**src/rtl/fetch_sequencer_if.sv**
```systemverilog
// Handshake bundle between the fetch sequencer, instruction memory, redirect source and decode.
// The master modport is the sequencer's view. The slave modport is the environment's view.
interface fetch_sequencer_if;
  logic        imem_req_valid;
  logic        imem_req_ready;
  logic [31:0] imem_addr;
  logic        imem_resp_valid;
  logic [31:0] imem_resp_data;
  logic        redirect_valid;
  logic [31:0] redirect_target;
  logic        if_valid;
  logic        if_ready;
  logic [31:0] if_instr;
  logic [31:0] if_pc;
  logic [31:0] if_pcplus4;
  logic        misalign_trap;
  logic [31:0] misalign_addr;

  modport master (
    output imem_req_valid, imem_addr, if_valid, if_instr, if_pc, if_pcplus4,
           misalign_trap, misalign_addr,
    input  imem_req_ready, imem_resp_valid, imem_resp_data, redirect_valid,
           redirect_target, if_ready
  );

  modport slave (
    input  imem_req_valid, imem_addr, if_valid, if_instr, if_pc, if_pcplus4,
           misalign_trap, misalign_addr,
    output imem_req_ready, imem_resp_valid, imem_resp_data, redirect_valid,
           redirect_target, if_ready
  );
endinterface

```
**src/rtl/fetch_sequencer.sv**
```systemverilog
// Program counter owner and single-outstanding instruction fetch sequencer.
// It holds each fetched word until decode takes it, and it handles redirects and misaligned-target traps.
module fetch_sequencer #(
  parameter logic [31:0] RESET_PC  = 32'h0000_0000,
  parameter logic [31:0] NOP_INSTR = 32'h0000_0013
) (
  input  logic              clk,
  input  logic              rst,
  fetch_sequencer_if.master bus
);

  typedef enum logic [2:0] {S_REQ, S_WAIT, S_HOLD, S_DROP, S_TRAP} state_t;

  state_t      state;
  logic [31:0] pc;
  logic        req_vld;
  logic        drop_to_trap;
  logic        if_vld_q;
  logic [31:0] instr_q;
  logic [31:0] if_pc_q;
  logic [31:0] if_pc4_q;
  logic        trap_q;
  logic [31:0] trap_addr_q;

  logic        accepted;
  logic        outstanding;
  logic        aligned;

  function automatic logic [31:0] pc_inc(input logic [31:0] a);
    return a + 32'd4;
  endfunction

  // A response is still owed after this edge if a request is accepted now,
  // or if an earlier request has not been answered in this cycle.
  always_comb begin
    accepted    = (state == S_REQ) && req_vld && bus.imem_req_ready;
    outstanding = accepted ||
                  (((state == S_WAIT) || (state == S_DROP)) && !bus.imem_resp_valid);
    aligned     = (bus.redirect_target[1:0] == 2'b00);
  end

  always_ff @(posedge clk) begin
    if (rst) begin
      state        <= S_REQ;
      pc           <= RESET_PC;
      req_vld      <= 1'b0;
      drop_to_trap <= 1'b0;
      if_vld_q     <= 1'b0;
      instr_q      <= NOP_INSTR;
      if_pc_q      <= RESET_PC;
      if_pc4_q     <= pc_inc(RESET_PC);
      trap_q       <= 1'b0;
      trap_addr_q  <= 32'h0;
    end else begin
      trap_q <= 1'b0;
      if (bus.redirect_valid) begin
        if_vld_q <= 1'b0;
        instr_q  <= NOP_INSTR;
        req_vld  <= 1'b0;
        if (aligned) begin
          pc           <= bus.redirect_target;
          drop_to_trap <= 1'b0;
          if (outstanding) begin
            state <= S_DROP;
          end else begin
            state   <= S_REQ;
            req_vld <= 1'b1;
          end
        end else begin
          trap_q      <= 1'b1;
          trap_addr_q <= bus.redirect_target;
          if (outstanding) begin
            state        <= S_DROP;
            drop_to_trap <= 1'b1;
          end else begin
            state <= S_TRAP;
          end
        end
      end else begin
        case (state)
          // req_vld is low only in the bubble cycle right after reset.
          S_REQ: begin
            if (!req_vld) begin
              req_vld <= 1'b1;
            end else if (bus.imem_req_ready) begin
              req_vld <= 1'b0;
              state   <= S_WAIT;
            end
          end
          S_WAIT: begin
            if (bus.imem_resp_valid) begin
              instr_q  <= bus.imem_resp_data;
              if_pc_q  <= pc;
              if_pc4_q <= pc_inc(pc);
              if_vld_q <= 1'b1;
              state    <= S_HOLD;
            end
          end
          S_HOLD: begin
            if (bus.if_ready) begin
              if_vld_q <= 1'b0;
              instr_q  <= NOP_INSTR;
              pc       <= pc_inc(pc);
              req_vld  <= 1'b1;
              state    <= S_REQ;
            end
          end
          S_DROP: begin
            if (bus.imem_resp_valid) begin
              if (drop_to_trap) begin
                drop_to_trap <= 1'b0;
                state        <= S_TRAP;
              end else begin
                req_vld <= 1'b1;
                state   <= S_REQ;
              end
            end
          end
          S_TRAP:  state <= S_TRAP;
          default: state <= S_REQ;
        endcase
      end
    end
  end

  assign bus.imem_req_valid = req_vld;
  assign bus.imem_addr      = pc;
  assign bus.if_valid       = if_vld_q;
  assign bus.if_instr       = instr_q;
  assign bus.if_pc          = if_pc_q;
  assign bus.if_pcplus4     = if_pc4_q;
  assign bus.misalign_trap  = trap_q;
  assign bus.misalign_addr  = trap_addr_q;

endmodule

```
**src/flat_wrapper.sv**
```systemverilog
// flat-port wrapper written by rule: the top's interface ports become plain ports
module fetch_sequencer_flat 
#(
  parameter logic [31:0] RESET_PC  = 32'h0000_0000,
  parameter logic [31:0] NOP_INSTR = 32'h0000_0013
)
  (clk, rst, bus_imem_req_valid, bus_imem_addr, bus_if_valid, bus_if_instr, bus_if_pc, bus_if_pcplus4, bus_misalign_trap, bus_misalign_addr, bus_imem_req_ready, bus_imem_resp_valid, bus_imem_resp_data, bus_redirect_valid, bus_redirect_target, bus_if_ready);
  fetch_sequencer_if bus_i ();
  input  logic clk;
  input  logic rst;
  output wire logic [$bits(bus_i.imem_req_valid)-1:0] bus_imem_req_valid;
  output wire logic [$bits(bus_i.imem_addr)-1:0] bus_imem_addr;
  output wire logic [$bits(bus_i.if_valid)-1:0] bus_if_valid;
  output wire logic [$bits(bus_i.if_instr)-1:0] bus_if_instr;
  output wire logic [$bits(bus_i.if_pc)-1:0] bus_if_pc;
  output wire logic [$bits(bus_i.if_pcplus4)-1:0] bus_if_pcplus4;
  output wire logic [$bits(bus_i.misalign_trap)-1:0] bus_misalign_trap;
  output wire logic [$bits(bus_i.misalign_addr)-1:0] bus_misalign_addr;
  input wire logic [$bits(bus_i.imem_req_ready)-1:0] bus_imem_req_ready;
  input wire logic [$bits(bus_i.imem_resp_valid)-1:0] bus_imem_resp_valid;
  input wire logic [$bits(bus_i.imem_resp_data)-1:0] bus_imem_resp_data;
  input wire logic [$bits(bus_i.redirect_valid)-1:0] bus_redirect_valid;
  input wire logic [$bits(bus_i.redirect_target)-1:0] bus_redirect_target;
  input wire logic [$bits(bus_i.if_ready)-1:0] bus_if_ready;
  assign bus_imem_req_valid = bus_i.imem_req_valid;
  assign bus_imem_addr = bus_i.imem_addr;
  assign bus_if_valid = bus_i.if_valid;
  assign bus_if_instr = bus_i.if_instr;
  assign bus_if_pc = bus_i.if_pc;
  assign bus_if_pcplus4 = bus_i.if_pcplus4;
  assign bus_misalign_trap = bus_i.misalign_trap;
  assign bus_misalign_addr = bus_i.misalign_addr;
  assign bus_i.imem_req_ready = bus_imem_req_ready;
  assign bus_i.imem_resp_valid = bus_imem_resp_valid;
  assign bus_i.imem_resp_data = bus_imem_resp_data;
  assign bus_i.redirect_valid = bus_redirect_valid;
  assign bus_i.redirect_target = bus_redirect_target;
  assign bus_i.if_ready = bus_if_ready;
  fetch_sequencer #(.RESET_PC(RESET_PC), .NOP_INSTR(NOP_INSTR)) u_core (.clk(clk), .rst(rst), .bus(bus_i));
endmodule
```
**config.mk**
```make
export PLATFORM = sky130hd
export DESIGN_NAME = fetch_sequencer_flat
export DESIGN_NICKNAME = d
export VERILOG_FILES = /design/src/rtl/fetch_sequencer_if.sv /design/src/rtl/fetch_sequencer.sv /design/src/flat_wrapper.sv
export SDC_FILE = /design/constraint.sdc
export NUM_CORES = 1
export LEC_CHECK = 0
export CAP_MARGIN = 20
export CORE_ASPECT_RATIO = 0.75
export CORE_MARGIN = 3
export CORE_UTILIZATION = 43
export CTS_BUF_LIST = sky130_fd_sc_hd__clkbuf_4
export CTS_CLUSTER_DIAMETER = 100
export DETAILED_ROUTE_END_ITERATION = 8
export GPL_TIMING_DRIVEN = 0
export PLACE_DENSITY = 0.8
export SYNTH_ARGS = -nofsm -noshare
export SYNTH_HDL_FRONTEND = slang
export SYNTH_SLANG_ARGS = --single-unit
```
**constraint.sdc**
```tcl
create_clock -name clk -period 1.9 [get_ports clk]
set_input_delay 0.57 -clock clk [delete_from_list [all_inputs] [get_ports clk]]
set_output_delay 0.57 -clock clk [all_outputs]
set_load 0.1 [all_outputs]
```
# --- After elaboration in Yosys (flattened, before gate mapping) ---
# Index checks and enable logic that the tools add are counted.
totals:
  output_inout_bits: 163
  register_bits: 167
classes:
  n_reduce_logical: 23
  n_eq_ne: 14
  muxes: 36
  n_bitwise: 2
  addsub: 1
ops:
  columns: ["operator", "count"]
  rows:
  - ["$mux 32", 6]
  - ["$pmux 32 s2", 1]
  - ["$add 32x3->32 const B", 1]
  - ["$mux 3", 9]
  - ["$mux 1", 16]
  - ["$ne 3x3->1 const B", 5]
  - ["$pmux 3 s5", 1]
  - ["$reduce_and 3->1", 4]
  - ["$reduce_bool 2->1", 5]
  - ["$eq 3x2->1 const B", 2]
  - ["$reduce_and 5->1", 1]
  - ["$ne 2x2->1 const B", 2]
  - ["$reduce_and 4->1", 1]
  - ["$reduce_bool 4->1", 1]
  - ["$reduce_or 2->1", 2]
  - ["$eq 3x1->1 const B", 1]
  - ["$eq 3x3->1 const B", 1]
  - ["$logic_and 1x1->1", 3]
  - ["$logic_not 3->1", 1]
  - ["$ne 3x1->1 const B", 1]
  - ["$ne 3x2->1 const B", 1]
  - ["$pmux 1 s3", 1]
  - ["$logic_not 2->1", 1]
  - ["$logic_or 1x1->1", 2]
  - ["6 further kinds", 7]

# --- Longest topological paths before layout ---
logic_depth:
  ltp_word: 7
  ltp_mapped: 8
  depth_no_buf: 6

# --- Worst setup path after synthesis ---
# Ideal clock, no wire load.
synth_path:
  kind: "reg2reg"
  start: "register u_core.pc[2], in the netlist u_core.bus.imem_addr[2]"
  end: "register u_core.if_pc4_q[28], in the netlist u_core.bus.if_pcplus4[28]"
  synth_period_minus_slack_ns: 2.699
  path_stages_with_launch: 9
  setup_slack_ns: -0.799
  setup_ns: 0.078
  t_required_ns: 1.822
  t_arrival_ns: 2.621
  cell_sequence: "dfxtp_1 > ha_1 > clkbuf_1 > inv_1 > nor4_2 > buf_4 > nand4_1 > and3_1 > nor3_1"
synth_between:
  elab_chain_len: 1
synth_lines:
  columns: ["element", "line", "source"]
  rows:
  - ["start: declaration", "fetch_sequencer.sv:15", "logic [31:0] pc;"]
  - ["start signal: assignment", "fetch_sequencer.sv:61", "pc <= bus.redirect_target;"]
  - ["start signal: assignment", "fetch_sequencer.sv:103", "pc <= pc_inc(pc);"]
  - ["$add 32x3->32", "fetch_sequencer.sv:30", "return a + 32'd4;"]
  - ["end signal: assignment", "fetch_sequencer.sv:51", "if_pc4_q <= pc_inc(RESET_PC);"]
  - ["end signal: assignment", "fetch_sequencer.sv:94", "if_pc4_q <= pc_inc(pc);"]
  - ["end: declaration", "fetch_sequencer.sv:21", "logic [31:0] if_pc4_q;"]
# No other way between the ends.
# A chain may end at the register's enable or synchronous reset.

# --- Worst setup path in the final report ---
layout_path:
  start: "register u_core.pc[4], in the netlist u_core.bus.imem_addr[4]"
  end: "register u_core.pc[29], in the netlist u_core.bus.imem_addr[29]"
layout_between:
  elab_chain_len: 4
layout_lines:
  columns: ["element", "line", "source"]
  rows:
  - ["$add 32x3->32", "fetch_sequencer.sv:30", null]
  - ["$mux 32", "fetch_sequencer.sv:100", "if (bus.if_ready) begin"]
  - ["$mux 32", "fetch_sequencer.sv:80", "case (state)"]
  - ["$mux 32", "fetch_sequencer.sv:56", "if (bus.redirect_valid) begin"]
# No other way between the ends. The select of a mux whose other input is x is not followed.

==> flow_results.xml <==
<?xml version="1.0" encoding="UTF-8"?>
<metrics>
  <group name="global_route">
    <metric name="first_pass_grt_wire_length" unit="um">39500</metric>
    <metric name="grt_antenna_before_repair" unit="">1</metric>
    <metric name="grt_start_max_net_pins" unit="">17</metric>
    <metric name="grtUsageTotal" unit="%">27.8</metric>
    <metric name="grt_remaining_overflow" unit="">0</metric>
    <metric name="number_of_global_route_vias_before_repair" unit="">6913</metric>
  </group>
  <group name="power">
    <metric name="combinationalPowerShare" unit="%">22.8</metric>
    <metric name="leakagePower" unit="nW">4.09</metric>
    <metric name="ir_drop" unit="V">0.000562</metric>
    <metric name="power_frac_seq" unit="%">48.6</metric>
    <metric name="power.density" unit="mW/mm^2">721</metric>
    <metric name="sw_share" unit="%">35.4</metric>
    <metric name="total_switching_power" unit="mW">2.65</metric>
    <metric name="cell_internal_pwr" unit="mW">4.84</metric>
    <metric name="clock_power_share" unit="%">28.7</metric>
  </group>
  <group name="worst_setup_path">
    <metric name="critical_path.top_delay_family" unit="">simple AND/OR/NAND/NOR gates</metric>
    <metric name="path_cells" unit="">buf_8 -&gt; nand4_1 -&gt; buf_6 -&gt; nor4_4 -&gt; buf_4 -&gt; nand4_1 -&gt; or3_1 -&gt; a31oi_1</metric>
    <metric name="timing.critical_path.from_type" unit="">flop</metric>
    <metric name="critPathMostFrequentCell" unit="">sky130_fd_sc_hd__nand4_1</metric>
    <metric name="critPathMaxStageDelay" unit="ns">0.41</metric>
    <metric name="path_buf_inv" unit="">3</metric>
    <metric name="arrival" unit="ns">2.56</metric>
    <metric name="crit_path_top_delay_cell" unit="">sky130_fd_sc_hd__or3_1</metric>
    <metric name="required" unit="ns">2.43</metric>
    <metric name="worst-setup-path-type" unit="">flop to flop</metric>
    <metric name="critPathCaptureType" unit="">flop</metric>
    <metric name="critPathMaxFanout" unit="">5</metric>
  </group>
  <group name="final_layout">
    <metric name="most-common-layout-cells" unit="">sky130_fd_sc_hd__buf_4 (172), sky130_fd_sc_hd__nand2_1 (169), sky130_fd_sc_hd__dfxtp_1 (131)</metric>
    <metric name="fin_util" unit="%">66.5</metric>
    <metric name="syn_to_final_growth" unit="%">47.4</metric>
    <metric name="num-nets-final" unit="">1229</metric>
    <metric name="final.fill_count" unit="">1325</metric>
    <metric name="drive_above_1_share" unit="%">30.4</metric>
    <metric name="most_common_cell_after_layout_fill_and_taps_aside" unit="">sky130_fd_sc_hd__buf_4</metric>
  </group>
  <group name="clock_tree">
    <metric name="insertion_delay" unit="ns">0.60</metric>
    <metric name="worst_setup_hold_path_clk_slew" unit="ns">0.15</metric>
    <metric name="tritoncts.num_buffers" unit="">17</metric>
    <metric name="clock_tree.buffer_depth" unit="">2</metric>
    <metric name="clock_tree.htree_level_count" unit="">4</metric>
    <metric name="clk_root_buffer_cell" unit="">sky130_fd_sc_hd__clkbuf_4</metric>
    <metric name="cts.sink_count" unit="">165</metric>
    <metric name="tritoncts" unit="">done</metric>
  </group>
  <group name="timing">
    <metric name="grt_setup_unrepaired" unit="">true</metric>
    <metric name="timing.final.setup_violations" unit="">5</metric>
    <metric name="final-hold-violation-count" unit="">0</metric>
    <metric name="period_share" unit="%">107</metric>
    <metric name="relSlewSlack" unit="%">50.1</metric>
    <metric name="holdWs" unit="ns">0.463</metric>
    <metric name="worst_slew_pin_slew" unit="ns">0.749</metric>
    <metric name="final_critical_path_setup_slack" unit="ns">-0.132</metric>
    <metric name="fmax" unit="GHz">0.492</metric>
    <metric name="final.min_clock_period" unit="ns">2.03</metric>
    <metric name="finalClockSkew" unit="ns">0.0200</metric>
    <metric name="finalMaxSlewViolations" unit="">0</metric>
  </group>
  <group name="logic_synthesis">
    <metric name="flop_and_latch_count_out_of_synthesis" unit="">165</metric>
    <metric name="synthesized_area_per_cell" unit="sq um">8.06</metric>
    <metric name="synthCells" unit="">874</metric>
    <metric name="synth-main-ff-cell" unit="">sky130_fd_sc_hd__dfxtp_1</metric>
    <metric name="synth-async-reset-ratio" unit="%">0</metric>
    <metric name="ys_seq_area_share" unit="%">46.9</metric>
    <metric name="synth_edf_count" unit="">0</metric>
    <metric name="syn_nets" unit="">945</metric>
    <metric name="ys_types" unit="">60</metric>
    <metric name="synth_area" unit="sq mm">0.00705</metric>
    <metric name="count_of_synthesis_stage_warnings_from_yosys" unit="">0</metric>
  </group>
  <group name="floorplan">
    <metric name="die_width" unit="um">154</metric>
    <metric name="fp.coreArea" unit="sq mm">0.0156</metric>
    <metric name="initial_utilization" unit="%">45.1</metric>
    <metric name="floorplan.rows" unit="">39</metric>
    <metric name="fp.dieH" unit="um">117</metric>
    <metric name="io_pins" unit="">233</metric>
    <metric name="die-area" unit="sq mm">0.0180</metric>
  </group>
  <group name="drt">
    <metric name="detail_route.wl_per_cell" unit="um">19.7</metric>
    <metric name="dr_total_vias" unit="">7922</metric>
    <metric name="iteration_0_drc_markers" unit="">1182</metric>
    <metric name="route.detailed.drc" unit="">0</metric>
    <metric name="wl" unit="um">27100</metric>
    <metric name="routed_via_density" unit="">5.75</metric>
    <metric name="detailed_router_iteration_count_before_antenna_repair" unit="">7</metric>
    <metric name="antenna_left" unit="">0</metric>
  </group>
  <group name="placement">
    <metric name="io_buffers" unit="">232</metric>
    <metric name="hpwlAfterDp" unit="um">19800</metric>
    <metric name="gp_congestion" unit="">0.993</metric>
  </group>
  <group name="flow_run">
    <metric name="max_cap_violation_count" unit="">0</metric>
  </group>
  <group name="min_path">
    <metric name="hold_path_class" unit="">flop to flop</metric>
  </group>
  <group name="outcome">
    <metric name="failed_checks" unit="">setup timing</metric>
    <metric name="status" unit="">finished, violations left</metric>
  </group>
</metrics>
power groups by stage:
stage	clock network [mW]	logic, mW	registers, mW
finish	2.15	1.71	3.64
global route	2.31	1.77	3.65
global placement	0	1.62	3.70
detailed placement	0	1.63	3.70
CTS	2.14	1.62	3.63
floorplan	0	0.432	4.36
path summary, 6_finish.rpt:
| path | startpoint | to | slack [ns] | cells past startpoint |
|---|---|---|---|---|
| worst max register to register | u_core.bus.imem_addr[4]$_SDFFE_PP0P_ | u_core.bus.imem_addr[29]$_SDFFE_PP0P_ | -0.13 | 8 |
| worst min-delay path | u_core.bus.misalign_addr[6]$_SDFFE_PP0P_ | u_core.bus.misalign_addr[6]$_SDFFE_PP0P_ | 0.46 | 2 |
| worst min register to register | u_core.bus.misalign_addr[6]$_SDFFE_PP0P_ | u_core.bus.misalign_addr[6]$_SDFFE_PP0P_ | 0.46 | 2 |
| worst max-delay path | u_core.bus.imem_addr[4]$_SDFFE_PP0P_ | u_core.bus.imem_addr[29]$_SDFFE_PP0P_ | -0.13 | 8 |
metrics by stage:
stage / TNS [ns] / std cells / power (mW) / setup slack, ns / area (sq um)
finish: -0.252 / 1377 / 7.49 / -0.132 / 10400
global route: -1.12 / 1377 / 7.73 / -0.116 / 10400
CTS: -0.102 / 1352 / 7.40 / -0.0435 / 9900
detailed placement: -159.10 / 1311 / 5.33 / -0.982 / 9790
global placement: -154.62 / 1311 / 5.32 / -0.958 / 9790
floorplan: -0.349 / 874 / 4.79 / -0.134 / 7210
cells in the mapped netlist (2+ instances only):
cell type	count	share of area, %
sky130_fd_sc_hd__o311ai_0	2	0.25
sky130_fd_sc_hd__nand2_1	170	9.1
sky130_fd_sc_hd__buf_4	9	0.96
sky130_fd_sc_hd__buf_2	12	0.85
sky130_fd_sc_hd__nand3_1	19	1.3
sky130_fd_sc_hd__nor3_1	11	0.78
sky130_fd_sc_hd__and2_1	3	0.27
sky130_fd_sc_hd__and4_1	3	0.37
sky130_fd_sc_hd__xnor2_1	16	2.0
sky130_fd_sc_hd__a22oi_1	34	3.6
sky130_fd_sc_hd__a22o_1	6	0.75
sky130_fd_sc_hd__dfxtp_1	165	47
sky130_fd_sc_hd__nor4_1	4	0.36
sky130_fd_sc_hd__o21ai_0	44	3.1
sky130_fd_sc_hd__or3_1	2	0.18
sky130_fd_sc_hd__a31oi_1	8	0.71
sky130_fd_sc_hd__nor3_2	2	0.28
sky130_fd_sc_hd__nor4_2	3	0.53
sky130_fd_sc_hd__o41ai_1	4	0.50
sky130_fd_sc_hd__a21o_1	5	0.53
sky130_fd_sc_hd__inv_1	9	0.48
sky130_fd_sc_hd__nor2_1	81	4.3
sky130_fd_sc_hd__nor3b_1	2	0.21
sky130_fd_sc_hd__o31ai_1	7	0.75
sky130_fd_sc_hd__clkbuf_1	55	2.9
sky130_fd_sc_hd__buf_1	4	0.21
sky130_fd_sc_hd__xor2_1	9	1.1
sky130_fd_sc_hd__nand4_1	16	1.4
sky130_fd_sc_hd__a21oi_1	102	7.2
sky130_fd_sc_hd__o21a_1	2	0.21
sky130_fd_sc_hd__mux2i_1	5	0.71
sky130_fd_sc_hd__and3_1	7	0.62
sky130_fd_sc_hd__a211oi_1	13	1.4
sky130_fd_sc_hd__o22ai_1	5	0.44
sky130_fd_sc_hd__nor2b_1	2	0.18
sky130_fd_sc_hd__a32o_1	9	1.3
state kept, by name, summed over array words and instances (netlist names):
register / cells
u_core.bus.if_instr: 32
u_core.bus.imem_req_valid: 1
u_core.bus.misalign_trap: 1
u_core.drop_to_trap: 1
u_core.bus.imem_addr: 32
u_core.bus.misalign_addr: 32
u_core.bus.if_pcplus4: 32
u_core.bus.if_pc: 30
u_core.bus.if_valid: 1
u_core.state: 3
cell families after synthesis:
logic type / Yosys count / share of synthesized area (%)
DFF: 165 / 46.9
AOI/OAI and AO/OA: 253 / 22.3
buffers and inverters: 90 / 5.49
and+or+nand+nor: 335 / 21.4
xor gates and xnor gates: 25 / 3.11
adders and majority gates: 1 / 0.178
muxes: 5 / 0.710
worst register-to-register path: cells and delay by family, from the launching register on:
kind | cells | cell delay [ns]
AOI/OAI and AO/OA | 1 | 0.12
buffers and inverters | 3 | 0.45
DFF | 1 | 0.39
and+or+nand+nor | 4 | 0.99
routing by layer:
metal | up-vias | routed length [um] | track usage (%)
met2 | 543 | 11200 | 38.7
li1 | 3657 | - | -
met3 | 67 | 3900 | 10.1
met5 | - | 34 | 0
met4 | 2 | 607 | 7.82
met1 | 3653 | 11400 | 40.5
layout make-up:
cell class / instances / area [sq um] / share of cell area, %
multi-input combinational: 619 / 3610 / 34.7
sequential: 165 / 3410 / 32.8
tap: 205 / 256 / 2.47
buffer: 79 / 464 / 4.47
clock inverter: 14 / 149 / 1.43
antenna: 1 / 2.50 / 0.0241
clock buffer: 18 / 135 / 1.30
timing repair buffer: 266 / 2320 / 22.4
inverter: 10 / 38.8 / 0.373
timing repair:
action / 4_1_cts / 5_1_grt
setup buffers: 10 / 24
pin swaps: 4 / 24
hold endpoints to repair: 0 / 0
hold buffers: 0 / 0
endpoints found under the setup margin: 326 / 156
gates resized for setup: 1028 / 108
No activity file was read; power rests on OpenSTA's default activity.
